[src/rtl/m_ifetch_ctrl_if.sv]
// m_ifetch_ctrl_if: instruction memory read request/acknowledge bus
interface m_ifetch_ctrl_if;
  logic        mem_req;
  logic [29:0] mem_adr;
  logic        mem_ack;
  logic [31:0] mem_dat;
  modport master (output mem_req, mem_adr, input mem_ack, mem_dat);
  modport slave (input mem_req, mem_adr, output mem_ack, mem_dat);
endinterface

[src/rtl/m_ifetch_ctrl.sv]
// m_ifetch_ctrl: prefetching instruction fetch sequencer feeding the operation register
module m_ifetch_ctrl #(
  parameter int          DEPTH    = 2,
  parameter logic [31:0] RESET_PC = 32'h0000_0000
) (
  input  logic                  clk,
  input  logic                  rst_n,
  input  logic                  corerunning,
  input  logic                  redirect,
  input  logic [31:0]           redirect_pc,
  input  logic                  instr_done,
  m_ifetch_ctrl_if.master       mem,
  output logic                  opreg_load,
  output logic [31:0]           opreg_di,
  output logic                  instr_valid,
  output logic [31:0]           fetch_pc
);
  localparam int AW = $clog2(DEPTH);
  localparam logic [AW:0] FULL = (AW+1)'(DEPTH);
  localparam logic [1:0] S_IDLE = 2'd0;
  localparam logic [1:0] S_REQ  = 2'd1;
  localparam logic [1:0] S_KILL = 2'd2;

  logic [1:0]    state_q, state_d;
  logic [31:0]   fa_q, fa_d;
  logic [29:0]   radr_q, radr_d;
  logic [AW-1:0] rd_ptr_q, rd_ptr_d, wr_ptr_q, wr_ptr_d;
  logic [AW:0]   cnt_q, cnt_d, cnt_after;
  logic          valid_q, valid_d;
  logic [31:0]   fpc_q, fpc_d;
  logic [31:0]   adr_mem_q [DEPTH];
  logic [31:0]   dat_mem_q [DEPTH];
  logic          push, start;

  assign push        = (state_q == S_REQ) & mem.mem_ack & ~redirect;
  assign opreg_load  = corerunning & ~redirect & (cnt_q != '0) & (~valid_q | instr_done);
  assign opreg_di    = dat_mem_q[rd_ptr_q];
  assign cnt_after   = cnt_q + (AW+1)'(push) - (AW+1)'(opreg_load);
  assign mem.mem_req = state_q != S_IDLE;
  assign mem.mem_adr = (state_q == S_IDLE) ? fa_q[31:2] : radr_q;
  assign instr_valid = valid_q;
  assign fetch_pc    = fpc_q;

  // request sequencing: only one read outstanding, a redirected read is drained in KILL
  always_comb begin
    state_d = S_IDLE;
    case (state_q)
      S_IDLE:  state_d = (corerunning & ~redirect & (cnt_q < FULL)) ? S_REQ : S_IDLE;
      S_REQ:   state_d = ~mem.mem_ack ? (redirect ? S_KILL : S_REQ)
                       : (~redirect & corerunning & (cnt_after < FULL)) ? S_REQ : S_IDLE;
      S_KILL:  state_d = mem.mem_ack ? S_IDLE : S_KILL;
      default: state_d = S_IDLE;
    endcase
  end

  // fetch address, latched request address, FIFO pointers and operation register tracking
  always_comb begin
    start    = (state_d == S_REQ) & ((state_q != S_REQ) | mem.mem_ack);
    fa_d     = redirect ? (redirect_pc & ~32'h3) : push ? fa_q + 32'd4 : fa_q;
    radr_d   = start ? fa_d[31:2] : radr_q;
    cnt_d    = redirect ? '0 : cnt_after;
    rd_ptr_d = redirect ? '0 : rd_ptr_q + AW'(opreg_load);
    wr_ptr_d = redirect ? '0 : wr_ptr_q + AW'(push);
    valid_d  = redirect ? 1'b0 : opreg_load ? 1'b1 : (instr_done & (cnt_q == '0)) ? 1'b0 : valid_q;
    fpc_d    = opreg_load ? adr_mem_q[rd_ptr_q] : fpc_q;
  end

  // control state with asynchronous reset
  always_ff @(posedge clk or negedge rst_n) begin
    if (!rst_n) begin
      state_q  <= S_IDLE;
      fa_q     <= RESET_PC;
      radr_q   <= RESET_PC[31:2];
      cnt_q    <= '0;
      rd_ptr_q <= '0;
      wr_ptr_q <= '0;
      valid_q  <= 1'b0;
      fpc_q    <= RESET_PC;
    end else begin
      state_q  <= state_d;
      fa_q     <= fa_d;
      radr_q   <= radr_d;
      cnt_q    <= cnt_d;
      rd_ptr_q <= rd_ptr_d;
      wr_ptr_q <= wr_ptr_d;
      valid_q  <= valid_d;
      fpc_q    <= fpc_d;
    end
  end

  // prefetch storage needs no reset: entries are only read when counted valid
  always_ff @(posedge clk) begin
    if (push) begin
      adr_mem_q[wr_ptr_q] <= fa_q;
      dat_mem_q[wr_ptr_q] <= mem.mem_dat;
    end
  end
endmodule
[src/flat_wrapper.sv]
// flat-port wrapper written by rule: the top's interface ports become plain ports
module m_ifetch_ctrl_flat 
#(
  parameter int          DEPTH    = 2,
  parameter logic [31:0] RESET_PC = 32'h0000_0000
)
  (clk, rst_n, corerunning, redirect, redirect_pc, instr_done, opreg_load, opreg_di, instr_valid, fetch_pc, mem_mem_req, mem_mem_adr, mem_mem_ack, mem_mem_dat);
  m_ifetch_ctrl_if mem_i ();
  input  logic clk;
  input  logic rst_n;
  input  logic corerunning;
  input  logic redirect;
  input  logic [31:0] redirect_pc;
  input  logic instr_done;
  output logic opreg_load;
  output logic [31:0] opreg_di;
  output logic instr_valid;
  output logic [31:0] fetch_pc;
  output wire logic [$bits(mem_i.mem_req)-1:0] mem_mem_req;
  output wire logic [$bits(mem_i.mem_adr)-1:0] mem_mem_adr;
  input wire logic [$bits(mem_i.mem_ack)-1:0] mem_mem_ack;
  input wire logic [$bits(mem_i.mem_dat)-1:0] mem_mem_dat;
  assign mem_mem_req = mem_i.mem_req;
  assign mem_mem_adr = mem_i.mem_adr;
  assign mem_i.mem_ack = mem_mem_ack;
  assign mem_i.mem_dat = mem_mem_dat;
  m_ifetch_ctrl #(.DEPTH(DEPTH), .RESET_PC(RESET_PC)) u_core (.clk(clk), .rst_n(rst_n), .corerunning(corerunning), .redirect(redirect), .redirect_pc(redirect_pc), .instr_done(instr_done), .mem(mem_i), .opreg_load(opreg_load), .opreg_di(opreg_di), .instr_valid(instr_valid), .fetch_pc(fetch_pc));
endmodule
[config.mk]
export PLATFORM = sky130hd
export DESIGN_NAME = m_ifetch_ctrl_flat
export DESIGN_NICKNAME = d
export VERILOG_FILES = /design/src/rtl/m_ifetch_ctrl_if.sv /design/src/rtl/m_ifetch_ctrl.sv /design/src/flat_wrapper.sv
export SDC_FILE = /design/constraint.sdc
export NUM_CORES = 1
export LEC_CHECK = 0
export ABC_AREA = 1
export CORE_MARGIN = 2
export CORE_UTILIZATION = 30
export CTS_CLUSTER_DIAMETER = 200
export DETAILED_ROUTE_END_ITERATION = 16
export PLACE_DENSITY = 0.52
export SLEW_MARGIN = 20
export SYNTH_ARGS = -nofsm -noshare
export SYNTH_HDL_FRONTEND = slang
export SYNTH_SLANG_ARGS = --single-unit
export TNS_END_PERCENT = 100
[constraint.sdc]
create_clock -name clk -period 8.85 [get_ports clk]
set_clock_uncertainty 0.15 [all_clocks]
set_input_delay 1.77 -clock clk [delete_from_list [all_inputs] [get_ports clk]]
set_output_delay 1.77 -clock clk [all_outputs]
set_load 0.02 [all_outputs]
==> impl_metrics.yaml, run 1 <==
status:
  outcome: "finished clean"
logic_synthesis:
  yosysWarnings: 0
  ys_seq_area_share_pct: 64.14
  syn_area_sq_um: 9589
  syn_avg_cell_area_sq_um: 9.937
  syn_inst: 965
  yosys_register_bits: 221
  ys_types: 42
floorplan:
  fp.coreArea_sq_um: 31560
  start_util_pct: 30.39
  die_area_sq_um: 33410
  rows: 65
  ios: 167
  die_x_microns: 182.8
  die_height_microns: 182.8
clocking:
  cts_setup_buffers: 0
  cts_root_buf: "clkbuf_16"
  htree_levels: 1
  cts_tree: "built"
  clock-sinks: 221
  clock_latency_ns: 0.51
  cts_buffers: 25
  path_clk_slew_ns: 0.06
  cts_hold_buf: 0
  post_cts_resize_count: 0
  cts_buffer_depth: 3
detailed_routing:
  vias_per_cell: 4.480
  drt_first_pass_iters: 5
  via_count: 6913
  wl_per_cell_microns: 15.42
  postRouteAntennaNets: 0
  drc: 0
  first_iter_violations: 421
  routed_wl_microns: 23800
cells_and_area:
  utilization_pct: 39.51
  n_antenna_cell: 0
  n_fill_cell: 3109
  area_growth_syn_to_layout_pct: 30.01
  final_nets: 1198
  multi_input_area_sq_um: 2987
  seq_area_sq_um: 6152
  drive_gt1_share_pct: 8.764
global_route:
  grt_start_max_net_pins: 63
  track_usage_pct: 14.17
  grt_overflow: 0
  antenna_found_initial: 0
  grt_pass1_vias: 6571
  grt_pass1_wl_microns: 37180
pwr:
  total_leakage_power_nw: 5.107
  irDropWorstVdd_uv: 129.2
  p_int_w: 0.002271
  swShare_pct: 29.50
  power.share.clock_pct: 34.1
  power_density_nw_per_um2: 258.4
  p_switching_w: 0.0009503
  combPwrFrac_pct: 24.0
  seqPwrFrac_pct: 41.9
timing:
  grt_setup_unrepaired: "false"
  worst_pin_slew_ns: 0.9616
  setup_viol: 0
  hold_viol: 0
  maxSlewHeadroom_pct: 35.50
  report.final.slew_viol_count: 0
  fmax_mhz: 156.8
  period_share_pct: 72.08
  fin_crit_ns: 6.379
  finalSetupTns_ns: 0
run:
  drv_cap: 0
worst_hold_path:
  hold_path.class: "flip-flop to flip-flop"
  min_path_cells: 2
setup_path:
  cp_max_fo: 62
  end_kind: "output port"
  critPathRequiredTime_ns: 6.93
  critPathKind: "input port to output port"
  worstPathArrival_ns: 4.46
  start_kind: "input port"
  r2r_cells: 17
placed_design:
  gp_congestion: 0.8071
  portBuffers: 162
  hpwl_microns: 15630
## routing by layer
layer / wire length [microns] / track usage (%) / share of wire (%) / vias to the layer above
met2: 10760 / 22.60 / 45 / 177
li1: - / - / - / 3510
met3: 1265 / 2.442 / 5.3 / 23
met1: 11440 / 20.39 / 48 / 3203
met5: 0 / 0 / 0 / -
met4: 329 / 2.944 / 1.4 / 0
## worst paths after layout
kind / start / to / slack [ns]
max in group asynchronous: rst_n / u_core.rd_ptr_q / 6.27
hold / removal: u_core.radr_q[20] / u_core.radr_q[20] / 0.33
setup reg to reg: u_core.cnt_q[1] / u_core.radr_q[28] / 5.24
hold reg to reg: u_core.radr_q[20] / u_core.radr_q[20] / 0.33
min in group asynchronous: rst_n / u_core.fa_q[7] / 1.07
setup / recovery: redirect / opreg_load / 2.47
## cells in the mapped netlist, drive strengths merged
cell    count  share of area [%]
nand3b      1              0.078
dfrtp      97                 25
a21boi      4               0.31
inv        66                2.6
xor2        1              0.091
o21ai      58                3.2
a31o        1              0.091
a21oi       6               0.35
a21o        1              0.078
clkbuf     21               0.82
a31oi       1              0.065
or2         9               0.59
o31ai      30                2.3
buf        19                1.4
o21bai      1               0.12
nor2      104                4.5
nor3        2               0.16
clkinv      2               0.13
and2        6               0.39
edfxtp    124                 39
ha          5               0.65
xnor2       2               0.18
conb        1              0.039
nand3      60                3.7
nand2     334                 13
nand4       9               0.74
## layout by cell type (no fill, tap or decap), types with 2 or more instances in the layout
| master | netlist | final |
|---|---|---|
| inv_1 | 61 | 61 |
| clkbuf_16 | 0 | 25 |
| nand3_2 | 5 | 5 |
| clkinvlp_4 | 0 | 3 |
| nand4_1 | 8 | 8 |
| edfxtp_1 | 124 | 124 |
| clkbuf_1 | 21 | 2 |
| conb_1 | 1 | 2 |
| dfrtp_1 | 97 | 96 |
| nand3_1 | 53 | 53 |
| o21ai_0 | 33 | 33 |
| nor2_4 | 5 | 5 |
| clkinv_2 | 0 | 4 |
| ha_2 | 0 | 2 |
| a21oi_1 | 5 | 5 |
| nand2_2 | 7 | 7 |
| a21boi_0 | 3 | 3 |
| o21ai_1 | 20 | 19 |
| or2_2 | 9 | 9 |
| o31ai_1 | 30 | 30 |
| clkbuf_8 | 0 | 3 |
| nand2_1 | 327 | 327 |
| buf_4 | 4 | 9 |
| nand3_4 | 2 | 2 |
| inv_2 | 4 | 4 |
| clkinv_4 | 1 | 2 |
| clkinv_1 | 1 | 3 |
| ha_1 | 5 | 3 |
| nor2_2 | 2 | 2 |
| xnor2_1 | 2 | 2 |
| bufinv_16 | 0 | 5 |
| clkdlybuf4s50_1 | 0 | 161 |
| o21ai_2 | 5 | 5 |
| and2_1 | 6 | 6 |
| nor2_1 | 97 | 97 |
## power by group through the flow
| stage | combinational, W | clock (W) | sequential (W) |
|---|---|---|---|
| after floorplan | 0.000330 | 0 | 0.00143 |
| after global routing | 0.000846 | 0.00118 | 0.00137 |
| after global placement | 0.000779 | 0 | 0.00137 |
| after CTS | 0.000785 | 0.00113 | 0.00135 |
| final | 0.000772 | 0.00110 | 0.00135 |
| after detailed placement | 0.000782 | 0 | 0.00137 |
## state kept, by name, indices dropped and copies added, names as in the netlist
name / flops
u_core.radr_q: 30
u_core.cnt_q: 2
u_core.rd_ptr_q: 1
u_core.state_q: 2
u_core.adr_mem_q: 60
u_core.fa_q: 30
u_core.dat_mem_q: 64
u_core.instr_valid: 1
u_core.wr_ptr_q: 1
u_core.fetch_pc: 30
## layout make-up
type / count / share of cell area, %
sequential: 221 / 49.35
multi-input combinational: 637 / 23.96
timing repair buffer: 170 / 13.47
clock buffer: 30 / 5.409
tap: 402 / 4.035
inverter: 68 / 2.108
clock inverter: 15 / 1.676
## critical path: stages
cell and delay, ns:
clkdlybuf4s50_1 0.45, buf_4 0.33, inv_1 0.07, buf_4 0.30
nand2_1 0.11, nor2_1 0.07, o21ai_4 0.06, buf_4 0.50
inv_1 0.19, clkdlybuf4s50_1 0.58
## through the flow
stage | cells | hold slack (ns) | worst slack (ns) | instance area, sq um | power (W)
2_1_floorplan | 966 | 0.2992 | 4.425 | 9593 | 0.001757
3_5_place_dp | 1498 | 0.3156 | 2.389 | 11580 | 0.002154
5_1_grt | 1543 | 0.3484 | 2.150 | 12470 | 0.003398
3_3_place_gp | 1498 | 0.3133 | 2.391 | 11580 | 0.002145
4_1_cts | 1543 | 0.3322 | 2.385 | 12470 | 0.003272
6_report | 1543 | 0.3290 | 2.471 | 12470 | 0.003221
## logic make-up after synthesis
family / share of synthesized area (%)
DFF: 64.14
adders and majority gates: 0.6524
other: 0.03911
AOI/OAI and AO/OA: 6.589
buffers and inverters: 4.919
xor gates and xnor gates: 0.2741
and+or+nand+nor: 23.38
Power figures use the tool's default switching activity.
==> run 2, diff against run 1 <==
--- a/config.mk
+++ b/config.mk
@@ -10,7 +10,7 @@
 export CORE_UTILIZATION = 30
 export CTS_CLUSTER_DIAMETER = 200
 export DETAILED_ROUTE_END_ITERATION = 16
-export PLACE_DENSITY = 0.52
+export PLACE_DENSITY = 0.54
 export SLEW_MARGIN = 20
 export SYNTH_ARGS = -nofsm -noshare
 export SYNTH_HDL_FRONTEND = slang
==> constraint.sdc (replaced) <==
create_clock -name clk -period 5.1 [get_ports clk]
set_clock_uncertainty 0.15 [all_clocks]
set_input_delay 1.02 -clock clk [delete_from_list [all_inputs] [get_ports clk]]
set_output_delay 1.02 -clock clk [all_outputs]
set_load 0.02 [all_outputs]
==> run 2 against run 1 <==
Net effect: non-clock buffer count rose by 3; routed wire length rose by 1.2%; clock power rose by 57%; cell count rose by 0.26%; register-to-register slack got worse by 3.2 ns; sequential power rose by 73%; critical endpoint is now mem_mem_adr[27]; largest cell class unchanged; flip-flop and latch count did not move; count of clock-buffer cells in the layout fell by 1; cell area fell by 0.36%; die area did not move; highest routed layer unchanged; global-route usage rose by 0.15 points.
==> impl_metrics.yaml, run 2 (synthesis results as in run 1) <==
floorplan:
  die_area_sq_um: 33410
  start_util_pct: 30.39
  die_x_microns: 182.8
  fp.coreArea_sq_um: 31560
  ios: 167
  die_height_microns: 182.8
  rows: 65
timing:
  report.final.slew_viol_count: 0
  period_share_pct: 85.13
  worst_pin_slew_ns: 0.9012
  finalSetupTns_ns: 0
  setup_viol: 0
  grt_setup_unrepaired: "false"
  hold_viol: 0
  fmax_mhz: 230.3
  fin_crit_ns: 4.342
  maxSlewHeadroom_pct: 39.92
setup_path:
  critPathKind: "flip-flop to output port"
  start_kind: "flip-flop"
  worstPathCellList: "nor2_4, buf_4, clkinv_1, buf_4, o21ai_0, clkdlybuf4s50_1"
  critPathRequiredTime_ns: 3.93
  worstPathArrival_ns: 3.17
  end_kind: "output port"
  slowest_stage: "clkdlybuf4s50_1"
  r2r_start: "u_core.state_q[1]"
  crit_start: "u_core.state_q[0]"
  cpMostUsedCell: "buf_4"
  cp_max_fo: 28
  r2r_slack_ns: 2.02
  slowest_delay_ns: 0.66
cells_and_area:
  largest_register: "u_core.dat_mem_q"
  largest_reg_flops: 64
  final_common_cell: "nand2_1"
  drive_gt1_share_pct: 8.821
  utilization_pct: 39.37
  final_area_sq_um: 12420
  area_growth_syn_to_layout_pct: 29.54
  final_nets: 1201
  reg_top3: "u_core.dat_mem_q: 64 flops, u_core.adr_mem_q: 60 flops"
  n_antenna_cell: 0
  layout_common_cells: "327 x nand2_1, 161 x clkdlybuf4s50_1, 124 x edfxtp_1"
placed_design:
  hpwl_microns: 16130
  portBuffers: 162
  placed_area_sq_um: 11630
  gp_congestion: 0.8146
detailed_routing:
  vias_per_cell: 4.515
  routed_wl_microns: 24070
  first_iter_violations: 403
  drt_first_pass_iters: 5
  via_count: 6985
  drc: 0
  wl_per_cell_microns: 15.56
  postRouteAntennaNets: 0
clocking:
  path_clk_slew_ns: 0.06
  clock_latency_ns: 0.52
  clock-sinks: 221
  htree_levels: 1
  cts_root_buf: "clkbuf_16"
  cts_setup_buffers: 0
  cts_tree: "built"
  cts_buffers: 25
  post_cts_resize_count: 0
  cts_buffer_depth: 3
  cts_hold_buf: 0
global_route:
  grt_pass1_vias: 6803
  grt_start_max_net_pins: 68
  track_usage_pct: 14.33
  antenna_found_initial: 0
  grt_overflow: 0
  grt_pass1_wl_microns: 37500
status:
  outcome: "finished clean"
pwr:
  p_total_w: 0.005421
  power_density_nw_per_um2: 436.4
  irDropWorstVdd_uv: 273.1
  total_leakage_power_nw: 5.095
worst_hold_path:
  hold_start: "u_core.fetch_pc[2]"
  hold_path.class: "flip-flop to flip-flop"
run:
  drv_cap: 0
-- run 2: cell types whose count changed in the layout (fill, tap and decap cells not counted) --
cell and delta:
buf_4 +1, clkinv_1 +2, clkbuf_1 +1, bufinv_16 -3, clkinv_2 +4, inv_6 +1
clkinvlp_4 -2, clkbuf_8 -2, buf_12 +2
-- run 2: metal layers --
metal  vias to the layer above  track usage, %  routed length, microns
met5                         -               0                       0
met4                         0           4.160                     545
met3                        32           2.522                    1179
met2                       177           23.10                   10760
met1                      3266           19.87                   11590
li1                       3510               -                       -
-- run 2: worst paths after layout --
| kind | end | cells past startpoint |
|---|---|---|
| setup reg to reg | u_core.radr_q[24] | 14 |
| min in group asynchronous | u_core.radr_q[3] | 1 |
| hold / removal | u_core.fetch_pc[2] | 2 |
| max in group asynchronous | u_core.fetch_pc[27] | 2 |
| hold reg to reg | u_core.fetch_pc[2] | 2 |
| setup / recovery | mem_mem_adr[27] | 6 |
-- run 2: where the power goes --
group	internal (W)	switching [W]	total [W]
logic	0.000588	0.000771	0.00136
registers	0.00217	0.000168	0.00233
clock network	0.00101	0.000713	0.00173
total	0.00377	0.00165	0.00542
-- run 2: metrics by stage --
step / setup slack (ns) / hold slack (ns) / std cells
2_1_floorplan: 1.425 / 0.2992 / 966
3_3_place_gp: 0.9379 / 0.3123 / 1501
3_5_place_dp: 0.8498 / 0.3153 / 1501
4_1_cts: 0.7197 / 0.3323 / 1547
5_1_grt: 0.5100 / 0.3567 / 1547
6_report: 0.7583 / 0.3283 / 1547
-- run 2: final cells by class --
type                    instances  area, sq um
clock buffers                  29        650.6
flip-flops and latches        221         6152
inverters                      68        262.8
fillers                      3081        19130
multi-input cells             637         2987
repair buffers                173         1727
well taps                     402        503.0
clock inverters                17        140.1
-- run 2: worst max-delay path: cells and delay by family, from the launching register on --
| family | cells | cell delay, ns |
|---|---|---|
| AO/OA/AOI/OAI | 1 | 0.28 |
| buffers and inverters | 4 | 1.75 |
| flip-flops | 1 | 0.47 |
| AND/OR/NAND/NOR | 1 | 0.13 |
